$ cat src/rtl/irq_sequencer.sv
// Interrupt sequencer: synchronises request lines, latches pending bits and issues one
// fixed-priority interrupt code at a time, with a drain gap after each handler return.
module irq_sequencer_lane (
  input  logic clk,
  input  logic reset,
  input  logic raw,
  input  logic edge_mode,
  input  logic clr,
  output logic pend
);
  logic [2:0] s_q, s_d;
  logic       pend_q, pend_d;
  logic       rise;

  // s_q[1] is the synchronised level; s_q[2] is its previous value for edge detection
  always_comb begin
    s_d    = {s_q[1:0], raw};
    rise   = s_q[1] & ~s_q[2];
    pend_d = edge_mode ? ((pend_q & ~clr) | rise) : s_q[1];
  end

  always_ff @(posedge clk or posedge reset) begin
    if (reset) begin
      s_q    <= '0;
      pend_q <= 1'b0;
    end else begin
      s_q    <= s_d;
      pend_q <= pend_d;
    end
  end

  assign pend = pend_q;
endmodule

module irq_sequencer #(
  parameter int NUM_SRC = 3,
  parameter int GAP     = 4
) (
  input  logic               clk,
  input  logic               reset,
  input  logic [NUM_SRC-1:0] irq_src,
  input  logic [NUM_SRC-1:0] edge_mode,
  input  logic [NUM_SRC-1:0] irq_en,
  input  logic               epc_taken,
  input  logic               is_mret,
  output logic [1:0]         interrupt,
  output logic               busy,
  output logic [NUM_SRC-1:0] pending
);
  localparam int GW = $clog2(GAP + 1);

  typedef enum logic [1:0] {IDLE = 2'd0, REQ = 2'd1, SERVICE = 2'd2} state_t;

  state_t             state_q, state_d;
  logic [1:0]         code_q, code_d;
  logic [GW-1:0]      gap_q, gap_d;
  logic [1:0]         interrupt_q, interrupt_d;
  logic               busy_q, busy_d;
  logic [NUM_SRC-1:0] pend, elig, clr;
  logic [1:0]         win_code;
  logic               ack;

  assign ack = (state_q == REQ) && epc_taken;

  for (genvar i = 0; i < NUM_SRC; i++) begin : g_lane
    assign clr[i] = ack && (code_q == 2'(i + 1));
    irq_sequencer_lane u_lane (
      .clk       (clk),
      .reset     (reset),
      .raw       (irq_src[i]),
      .edge_mode (edge_mode[i]),
      .clr       (clr[i]),
      .pend      (pend[i])
    );
  end

  assign elig = pend & irq_en;

  always_comb begin
    win_code = 2'd0;
    for (int i = NUM_SRC - 1; i >= 0; i--)
      if (elig[i]) win_code = 2'(i + 1);
  end

  always_ff @(posedge clk or posedge reset) begin
    if (reset) begin
      state_q     <= IDLE;
      code_q      <= 2'd0;
      gap_q       <= '0;
      interrupt_q <= 2'd0;
      busy_q      <= 1'b0;
    end else begin
      state_q     <= state_d;
      code_q      <= code_d;
      gap_q       <= gap_d;
      interrupt_q <= interrupt_d;
      busy_q      <= busy_d;
    end
  end

  // next state; an mret coinciding with the ack in REQ is deliberately dropped
  always_comb begin
    state_d = state_q;
    code_d  = code_q;
    gap_d   = gap_q;
    case (state_q)
      IDLE: begin
        if (gap_q != '0) gap_d = gap_q - 1'b1;
        else if (win_code != 2'd0) begin
          code_d  = win_code;
          state_d = REQ;
        end
      end
      REQ:     if (epc_taken) state_d = SERVICE;
      SERVICE: if (is_mret) begin
        gap_d   = GW'(GAP);
        state_d = IDLE;
      end
      default: state_d = IDLE;
    endcase
  end

  // outputs are precomputed from the next state so the core sees flop outputs only
  always_comb begin
    interrupt_d = (state_d == REQ) ? code_d : 2'd0;
    busy_d      = (state_d != IDLE);
  end

  assign interrupt = interrupt_q;
  assign busy      = busy_q;
  assign pending   = pend;
endmodule

$ cat config.mk
export PLATFORM = sky130hd
export DESIGN_NAME = irq_sequencer
export DESIGN_NICKNAME = d
export VERILOG_FILES = /design/src/rtl/irq_sequencer.sv
export SDC_FILE = /design/constraint.sdc
export NUM_CORES = 1
export LEC_CHECK = 0
export ABC_AREA = 0
export CELL_PAD_IN_SITES_DETAIL_PLACEMENT = 1
export CELL_PAD_IN_SITES_GLOBAL_PLACEMENT = 1
export CORE_MARGIN = 1
export CORE_UTILIZATION = 40
export CTS_BUF_LIST = sky130_fd_sc_hd__clkbuf_8
export CTS_CLUSTER_DIAMETER = 100
export CTS_CLUSTER_SIZE = 24
export DETAILED_ROUTE_END_ITERATION = 8
export GPL_TIMING_DRIVEN = 0
export MAX_ROUTING_LAYER = met4
export PLACE_DENSITY_LB_ADDON = 0.12
export REMOVE_ABC_BUFFERS = 1
export SYNTH_ARGS = -nofsm -noshare
export SYNTH_HDL_FRONTEND = slang
export SYNTH_SLANG_ARGS = --single-unit
$ cat constraint.sdc
create_clock -name clk -period 2.3 [get_ports clk]
set_clock_uncertainty 0.1 [all_clocks]
set_input_delay 0.69 -clock clk [delete_from_list [all_inputs] [get_ports clk]]
set_output_delay 0.69 -clock clk [all_outputs]
set_load 0.03 [all_outputs]
== Word-level counts from Yosys, hierarchy flattened ==
Index checks and enable logic that the tools add are counted.
Storage, ports and cells
  input bits: 13
  bits in registers: 22
  logic and storage cells: 64
Operators by class
  bitwise logic cells: 16
  eq/ne operators: 8
  add/sub/neg operators: 1
  reductions and logical operators: 10
  multiplexer cells: 18
Operators by type and width (number)
  $mux 2: 11
  $and 1x1->1: 6
  $eq 2x1->1 const B: 3
  $eq 2x2->1 const B: 3
  $mux 3: 2
  $not 1->1: 6
  $pmux 2 s3: 1
  $pmux 3 s2: 1
  $reduce_bool 2->1: 3
  $logic_and 1x1->1: 4
  $ne 2x2->1 const B: 2
  $and 3x3->3: 1
  $mux 1: 3
  $or 1x1->1: 3
  $reduce_and 3->1: 1
  $reduce_bool 3->1: 1
  $sub 3x1->3 const B: 1
  $logic_not 2->1: 1

== Longest topological paths before layout ==
Gate-level depths: netlist of run 1.
  depth in word-level cells: 10
  mapped depth: 6
  depth with buffers taken out: 6

== Modules after synthesis ==
From an unflattened synthesis of run 1, not the netlist that was laid out.
Second synthesis, totals
  cell total of the unflattened synthesis: 86
  area, all modules: 915.9 um^2
Modules (own cells, without submodules)
  irq_sequencer: cells each 62, area each 551.8 um^2, instances 1
  irq_sequencer_lane: cells each 8, area each 121.4 um^2, instances 3

== Worst setup path after synthesis of run 1 ==
No wires, ideal clock.
  path kind: register to register
  from: reg gap_q[0]
  to: reg interrupt_q[0], in the netlist interrupt[0]
  data arrival time: 1464 ps
  data required time: 2076 ps
  slack: 611 ps
  setup time: 124 ps
  cell stages (with the launch flop): 6
  path buffers: 0
  cell sequence: dfrtp_1 -> inv_1 -> ha_1 -> or4b_4 -> or2_0 -> nor3b_2
Between the ends
  cells in the longest elaborated chain, start to end: 5
  elaborated cells on any way between the ends: 7
  those cells by class: 1 x eq/ne; 5 x mux; 1 x reduce/logical
RTL lines
  start: declaration: line 56  | logic [GW-1:0] gap_q, gap_d;
  start signal: assignment: line 95  | gap_q <= gap_d;
  $reduce_bool 3->1 (*): line 108  | if (gap_q != '0) gap_d = gap_q - 1'b1;
  $mux 2: line 108
  $pmux 2 s3: line 106  | case (state_q)
  $eq 2x1->1: line 125  | interrupt_d = (state_d == REQ) ? code_d : 2'd0;
  $mux 2 (*): line 125
  net interrupt_d[0]: line 57  | logic [1:0] interrupt_q, interrupt_d;
  end signal: assignment: line 96  | interrupt_q <= interrupt_d;
  end: declaration: line 57
The timed path passes the listed nets; every way through them passes the cells marked *.
A chain may end at the register's enable or synchronous reset.

== Worst setup path after layout of run 1 ==
  from: reg g_lane[1].u_lane.pend_q
  to: out pending[1]
RTL lines
  start: declaration: line 12  | logic pend_q, pend_d;
  start signal: assignment: line 28  | pend_q <= pend_d;
  end: declaration: line 48  | output logic [NUM_SRC-1:0] pending
No word-level cell between the ends.

==> reports/metrics.csv, run 1 <==
stage,metric,value,unit
run_status,status,completed,
sta,hold_ws,255.5,ps
setup_path,Setup Crit Path Kind,reg -> out,
setup_path,Worst setup EP type,primary output,
place,Post-Place Cells,120,
finish,most frequent cells in the layout,"22 x dfrtp_1, 18 x clkdlybuf4s50_1, 7 x nand2_1",
setup_path,worst path bufs/invs,1,
setup_path,CP max-delay cell,clkdlybuf4s50_1,
synthesis,post-synthesis cell type count,27,
clock_network,Sink Count,22,
setup_path,Critical Path RT,1510,ps
floorplanning,Die Span X,49.92,um
clock_network,CTS tree,yes,
synthesis,Syn Inst Count,80,
finish,fin cells,124,
worst_hold_path,HP Class,reg -> reg,
global_routing,maximum number of pins on one net before global-route repair,23,
floorplanning,Vert. Die Dim,49.92,um
sta,Final Cycle Share,0.9319,
place,Port-buffer cells,18,
setup_path,worst path cell trace,clkdlybuf4s50_1,
route,DRT iter0 DRCs,5,
route,post-route ant nets,0,
clock_network,clk_lat worst skew,270,ps
clock_network,clock slew seen by the registers of the worst setup and hold paths,80,ps
floorplanning,row cnt,16,
finish,"most common cell after layout, fill and taps aside",dfrtp_1,
finish,Layout Area Growth over Synthesis,26.84,%
setup_path,"Arr. time, crit path",1350,ps
route,DRT Wirelength,1883,um
floorplanning,Core Region,2062,sq um
sta,Fmax,466.6,MHz
sta,setup violators final,0,
sta,Slew @ Worst Pin,791.1,ps
global_routing,vias in the first global route,737,
setup_path,CP max FO,4,
clock_network,Resize count post-CTS,0,
finish,Final Core Density,0.5649,
global_routing,number of antenna violations at the first check in global routing,0,
clock_network,H-tree levels,1,
global_routing,all-layer global routing usage,0.1914,
global_routing,total global routing overflow,0,
finish,layout cells sized above 1,0.07216,
finish,ANT cells,0,
synthesis,Ys Warns,0,
synthesis,"Seq/Total Area, Yosys",0.5995,
place,gp weighted congestion,0.7073,
power_and_ir_drop,Peak supply drop,0.7987,mV
synthesis,#FFs+latches synth,22,
clock_network,Root Buffer,clkbuf_8,
sta,unrepaired setup endpoints after global routing,false,
finish,Fillers,231,
floorplanning,I/O Pins,19,
sta,final hold vios,0,
synthesis,Mapped Area,918.4,sq um
sta,Final min period,2143,ps
synthesis,largest cells by area after synthesis,"dfrtp_1 60%, a32o_1 3.3%, o21ai_0 3.3%",
synthesis,syn avg cell area,11.48,sq um
route,drt wl/cell,15.19,um
clock_network,Max clock buf depth,2,
place,post-DP HPWL,1403,um
setup_path,CP peak stage delay,690,ps
setup_path,CP startpoint kind,flip-flop,
route,# DRC,0,
finish,fin nets,113,
route,Detailed Routing Iterations Pass 1,4,
power_and_ir_drop,pwr dens,1209,nW/um^2
clock_network,hold buffer count at CTS,0,
sta,Final Max Tran Viols,0,
route,vias per std cell,5.306,
sta,setup TNS,0,ps
flow_run,max cap viols,0,
route,via count,658,
synthesis,"area leader, netlist",dfrtp_1,
power_and_ir_drop,Leak,0.0005048,uW
synthesis,post-synth top area share,0.5995,
clock_network,cts bufs inserted,3,
clock_network,postcts setup bufs,0,
sta,worst rel slew slack,0.4720,
floorplanning,die area,2492,sq um
global_routing,global-route wire length before repair,3312,um
setup_path,CP top delay family,buffers and inverters,
floorplanning,starting density of the core,0.4454,
## state kept, by name, indices dropped and copies added (netlist names)
register and flops:
busy 1, code_q 2, gap_q 3, g_lane.u_lane.pend 3, state_q 2, interrupt 2, g_lane.u_lane.s_q 9
## synthesized netlist by cell type
cell,instances
nor2b_1,2
nor3_1,3
a21o_1,2
buf_6,1
nand3b_1,2
o31a_1,1
nand2_1,7
a22oi_1,1
nand3_1,2
or2_0,1
ha_1,2
nor2_1,6
dfrtp_1,22
o21ai_0,6
a221o_1,1
buf_4,3
a21boi_0,1
a21oi_2,1
a32o_1,3
nor4_1,1
and2b_1,1
a311o_1,1
buf_2,1
or4b_4,1
a21oi_1,2
inv_1,5
nor3b_2,1
## layout make-up
class                   instances  area, sq um  area share
repair buffers                 18        180.2      0.1547
inverters                       5        18.77     0.01611
clock inverters                 1        30.03     0.02578
clock buffers                   3        41.29     0.03545
well taps                      27        33.78     0.02900
multi-input cells              48        310.3      0.2664
flip-flops and latches         22        550.5      0.4726
## routing by layer
metal	share of wire	wire length (um)	track usage	up-vias
met5	0	0	-	-
li1	-	-	-	311
met3	0.039	73	0.04630	5
met4	0.021	39	0.1000	0
met2	0.49	925	0.2995	16
met1	0.45	845	0.2273	326
## path summary, 6_finish.rpt
kind / start / end / slack (ps) / depth (start not counted)
max in group asynchronous: reset / gap_q[2]$_DFFE_PP0P_ / 840 / 2
worst max register to register: gap_q[0]$_DFFE_PP0P_ / interrupt[0]$_DFF_PP0_ / 470 / 5
worst min register to register: g_lane[2].u_lane.s_q[0]$_DFF_PP0_ / g_lane[2].u_lane.s_q[1]$_DFF_PP0_ / 260 / 0
min in group asynchronous: reset / g_lane[1].u_lane.pend$_DFF_PP0_ / 760 / 2
worst max-delay path: g_lane[1].u_lane.pend$_DFF_PP0_ / pending[1] / 160 / 1
worst min-delay path: g_lane[2].u_lane.s_q[0]$_DFF_PP0_ / g_lane[2].u_lane.s_q[1]$_DFF_PP0_ / 260 / 0
## cell families after synthesis
group / Yosys count / synth area share
AND/OR/NAND/NOR: 27 / 0.1608
flip-flops: 22 / 0.5995
AO/OA/AOI/OAI: 19 / 0.1499
buffers and inverters: 10 / 0.06266
adder cells (fa/ha/maj): 2 / 0.02724
## stage by stage
stage | area, sq um | worst slack (ps) | power [uW]
global placement | 1094 | 188.7 | 1020
CTS | 1165 | 143.4 | 1422
global route | 1165 | 91.38 | 1492
floorplan | 879.6 | 611.5 | 877.9
detailed placement | 1094 | 197.9 | 1054
finish | 1165 | 156.7 | 1409
## power by group
group / internal (uW) / total (uW) / leakage [uW] / switching, uW
combinational: 219 / 474 / 0.000205 / 255
clock: 233 / 364 / 0.0000357 / 131
sequential: 482 / 571 / 0.000264 / 88.2
Power figures use the tool's default switching activity.
==> run 2, diff against run 1 <==
--- a/config.mk
+++ b/config.mk
@@ -5,11 +5,11 @@
 export SDC_FILE = /design/constraint.sdc
 export NUM_CORES = 1
 export LEC_CHECK = 0
-export ABC_AREA = 0
+export ABC_AREA = 1
 export CELL_PAD_IN_SITES_DETAIL_PLACEMENT = 1
 export CELL_PAD_IN_SITES_GLOBAL_PLACEMENT = 1
-export CORE_MARGIN = 1
-export CORE_UTILIZATION = 40
+export CORE_MARGIN = 2
+export CORE_UTILIZATION = 39
 export CTS_BUF_LIST = sky130_fd_sc_hd__clkbuf_8
 export CTS_CLUSTER_DIAMETER = 100
 export CTS_CLUSTER_SIZE = 24
@@ -18,6 +18,7 @@
 export MAX_ROUTING_LAYER = met4
 export PLACE_DENSITY_LB_ADDON = 0.12
 export REMOVE_ABC_BUFFERS = 1
+export SLEW_MARGIN = 10
 export SYNTH_ARGS = -nofsm -noshare
 export SYNTH_HDL_FRONTEND = slang
 export SYNTH_SLANG_ARGS = --single-unit
==> reports/metrics.csv, run 2 <==
stage,metric,value,unit
run_status,status,completed,
clock_network,H-tree levels,1,
route,DRT iter0 DRCs,6,
sta,Final Max Tran Viols,0,
power_and_ir_drop,Peak supply drop,0.5957,mV
global_routing,vias in the first global route,675,
setup_path,"Arr. time, crit path",1320,ps
clock_network,hold buffer count at CTS,0,
setup_path,Critical Path RT,1510,ps
global_routing,total global routing overflow,0,
synthesis,largest cells by area after synthesis,"dfrtp_1 62%, nand2_1 12%, inv_1 4.2%",
synthesis,Synth Flop Type,dfrtp_1,
setup_path,CP peak stage delay,690,ps
sta,worst rel slew slack,0.4458,
sta,setup violators final,0,
route,Detailed Routing Iterations Pass 1,6,
clock_network,CTS tree,yes,
finish,ANT cells,0,
synthesis,"EDFF count, synth",0,
finish,layout cells sized above 1,0.09821,
setup_path,CP top delay family,buffers and inverters,
worst_hold_path,HP Class,reg -> reg,
place,Port-buffer cells,18,
synthesis,"Seq/Total Area, Yosys",0.6180,
finish,most frequent cells in the layout,"28 x nand2_1, 22 x dfrtp_1, 18 x clkdlybuf4s50_1",
route,post-route ant nets,0,
setup_path,Worst setup EP type,primary output,
global_routing,number of antenna violations at the first check in global routing,0,
finish,"most common cell after layout, fill and taps aside",nand2_1,
power_and_ir_drop,Leak,0.0005736,uW
sta,Slew @ Worst Pin,830.4,ps
route,drt wl/cell,12.31,um
sta,Fmax,473.8,MHz
finish,register area,550.5,sq um
route,# DRC,0,
global_routing,global-route wire length before repair,3063,um
setup_path,CP max-delay cell,clkdlybuf4s50_1,
route,via count,657,
power_and_ir_drop,pwr dens,1143,nW/um^2
global_routing,met1 Use GR,0.1944,
setup_path,CP startpoint kind,flip-flop,
clock_network,Max clock buf depth,2,
floorplanning,Core Region,2191,sq um
setup_path,Setup Crit Path Kind,reg -> out,
global_routing,GRT busiest layer,met2,
finish,Final Core Density,0.5197,
synthesis,"area leader, netlist",dfrtp_1,
setup_path,FF-to-FF setup slack,950,ps
global_routing,all-layer global routing usage,0.1621,
synthesis,#FFs+latches synth,22,
clock_network,postcts setup bufs,0,
floorplanning,Vert. Die Dim,51.80,um
synthesis,top-count cell post-synth,nand2_1,
floorplanning,die area,2683,sq um
synthesis,syn avg cell area,9.579,sq um
synthesis,Syn Inst Count,93,
setup_path,worst path cell trace,clkdlybuf4s50_1,
route,DRT Wirelength,1723,um
finish,fin cells,140,
global_routing,met2 usage,0.2607,
floorplanning,I/O Pins,19,
clock_network,clk_lat worst skew,260,ps
synthesis,Ys Warns,0,
finish,Biggest register,g_lane.u_lane.s_q,
place,post-DP HPWL,1320,um
setup_path,CP max FO,3,
global_routing,maximum number of pins on one net before global-route repair,23,
finish,multi-input logic area,276.5,sq um
place,gp weighted congestion,0.7267,
clock_network,Resize count post-CTS,0,
clock_network,cts bufs inserted,3,
clock_network,Sink Count,22,
sta,final hold vios,0,
finish,max reg flops,9,
place,Post-Place Cells,136,
synthesis,synth cell count leaders,"28 x nand2_1, 22 x dfrtp_1, 10 x inv_1",
floorplanning,Die Span X,51.80,um
synthesis,Mapped Area,890.9,sq um
synthesis,post-synthesis cell type count,16,
sta,setup TNS,0,ps
floorplanning,row cnt,17,
floorplanning,starting density of the core,0.4066,
synthesis,post-synth top area share,0.6180,
flow_run,max cap viols,0,
sta,Final Cycle Share,0.9176,
sta,hold_ws,250.0,ps
sta,Final min period,2110,ps
synthesis,Post-synth ARST share,1.000,
clock_network,clock slew seen by the registers of the worst setup and hold paths,70,ps
finish,Fillers,256,
clock_network,Root Buffer,clkbuf_8,
route,vias per std cell,4.693,
global_routing,M3 GR Usage,0.02586,
sta,unrepaired setup endpoints after global routing,false,
setup_path,worst path bufs/invs,1,
finish,fin nets,128,
finish,Layout Area Growth over Synthesis,27.81,%
## run 2: cell types whose count changed in the layout (fill, tap and decap cells not counted), sizes merged, moves of 2 or more
cell,delta
nand2,+22
inv,+6
a32o,-3
nand3,+3
nor2,+3
a21o,-2
nand3b,-2
nor2b,-2
o21ai,-2
## run 2: cell type report
type | instances | share of cell area
inverters | 11 | 0.03626
flip-flops and latches | 22 | 0.4835
clock buffers | 4 | 0.04835
multi-input cells | 57 | 0.2429
well taps | 28 | 0.03077
repair buffers | 18 | 0.1582
## run 2: kinds of logic after synthesis
logic type / Yosys count / synth area share
buffers and inverters: 14 / 0.07163
xor gates and xnor gates: 1 / 0.009833
AOI/OAI and AO/OA: 9 / 0.05338
adders and majority gates: 2 / 0.02809
DFF: 22 / 0.6180
and+or+nand+nor: 45 / 0.2191
## run 2: worst paths after layout
check | from | end | depth (start not counted)
max | g_lane[0].u_lane.pend$_DFF_PP0_ | pending[0] | 1
max in group asynchronous | reset | code_q[1]$_DFF_PP0_ | 2
min | g_lane[0].u_lane.s_q[0]$_DFF_PP0_ | g_lane[0].u_lane.s_q[1]$_DFF_PP0_ | 0
min in group asynchronous | reset | gap_q[0]$_DFFE_PP0P_ | 2
min reg2reg | g_lane[0].u_lane.s_q[0]$_DFF_PP0_ | g_lane[0].u_lane.s_q[1]$_DFF_PP0_ | 0
max reg2reg | gap_q[0]$_DFFE_PP0P_ | interrupt[1]$_DFF_PP0_ | 7
## run 2: routing by layer
metal | part of all wire | up-vias
met5 | 0 | -
met4 | 0.019 | 0
met3 | 0.023 | 4
met2 | 0.52 | 10
met1 | 0.44 | 319
li1 | - | 324
## run 2: where the power goes
group	internal, uW	leakage [uW]	switching (uW)
combinational	183	0.000279	288
clock	152	0.0000288	123
sequential	484	0.000266	72.4
## run 2: worst register-to-register path: cells and delay by family (launching register included)
family,cells,cell delay [ps]
AOI/OAI and AO/OA,1,60
adders and majority gates,1,230
DFF,1,360
buffers and inverters,1,110
and+or+nand+nor,4,370
## run 2: per-stage QoR
step	total power, uW	instance area, sq um	setup WS [ps]
after floorplan	877.5	868.3	936.9
final	1302	1139	189.6
after global placement	1007	1084	418.3
after detailed placement	1039	1084	380.3
after global routing	1397	1139	125.8
after CTS	1320	1139	176.2
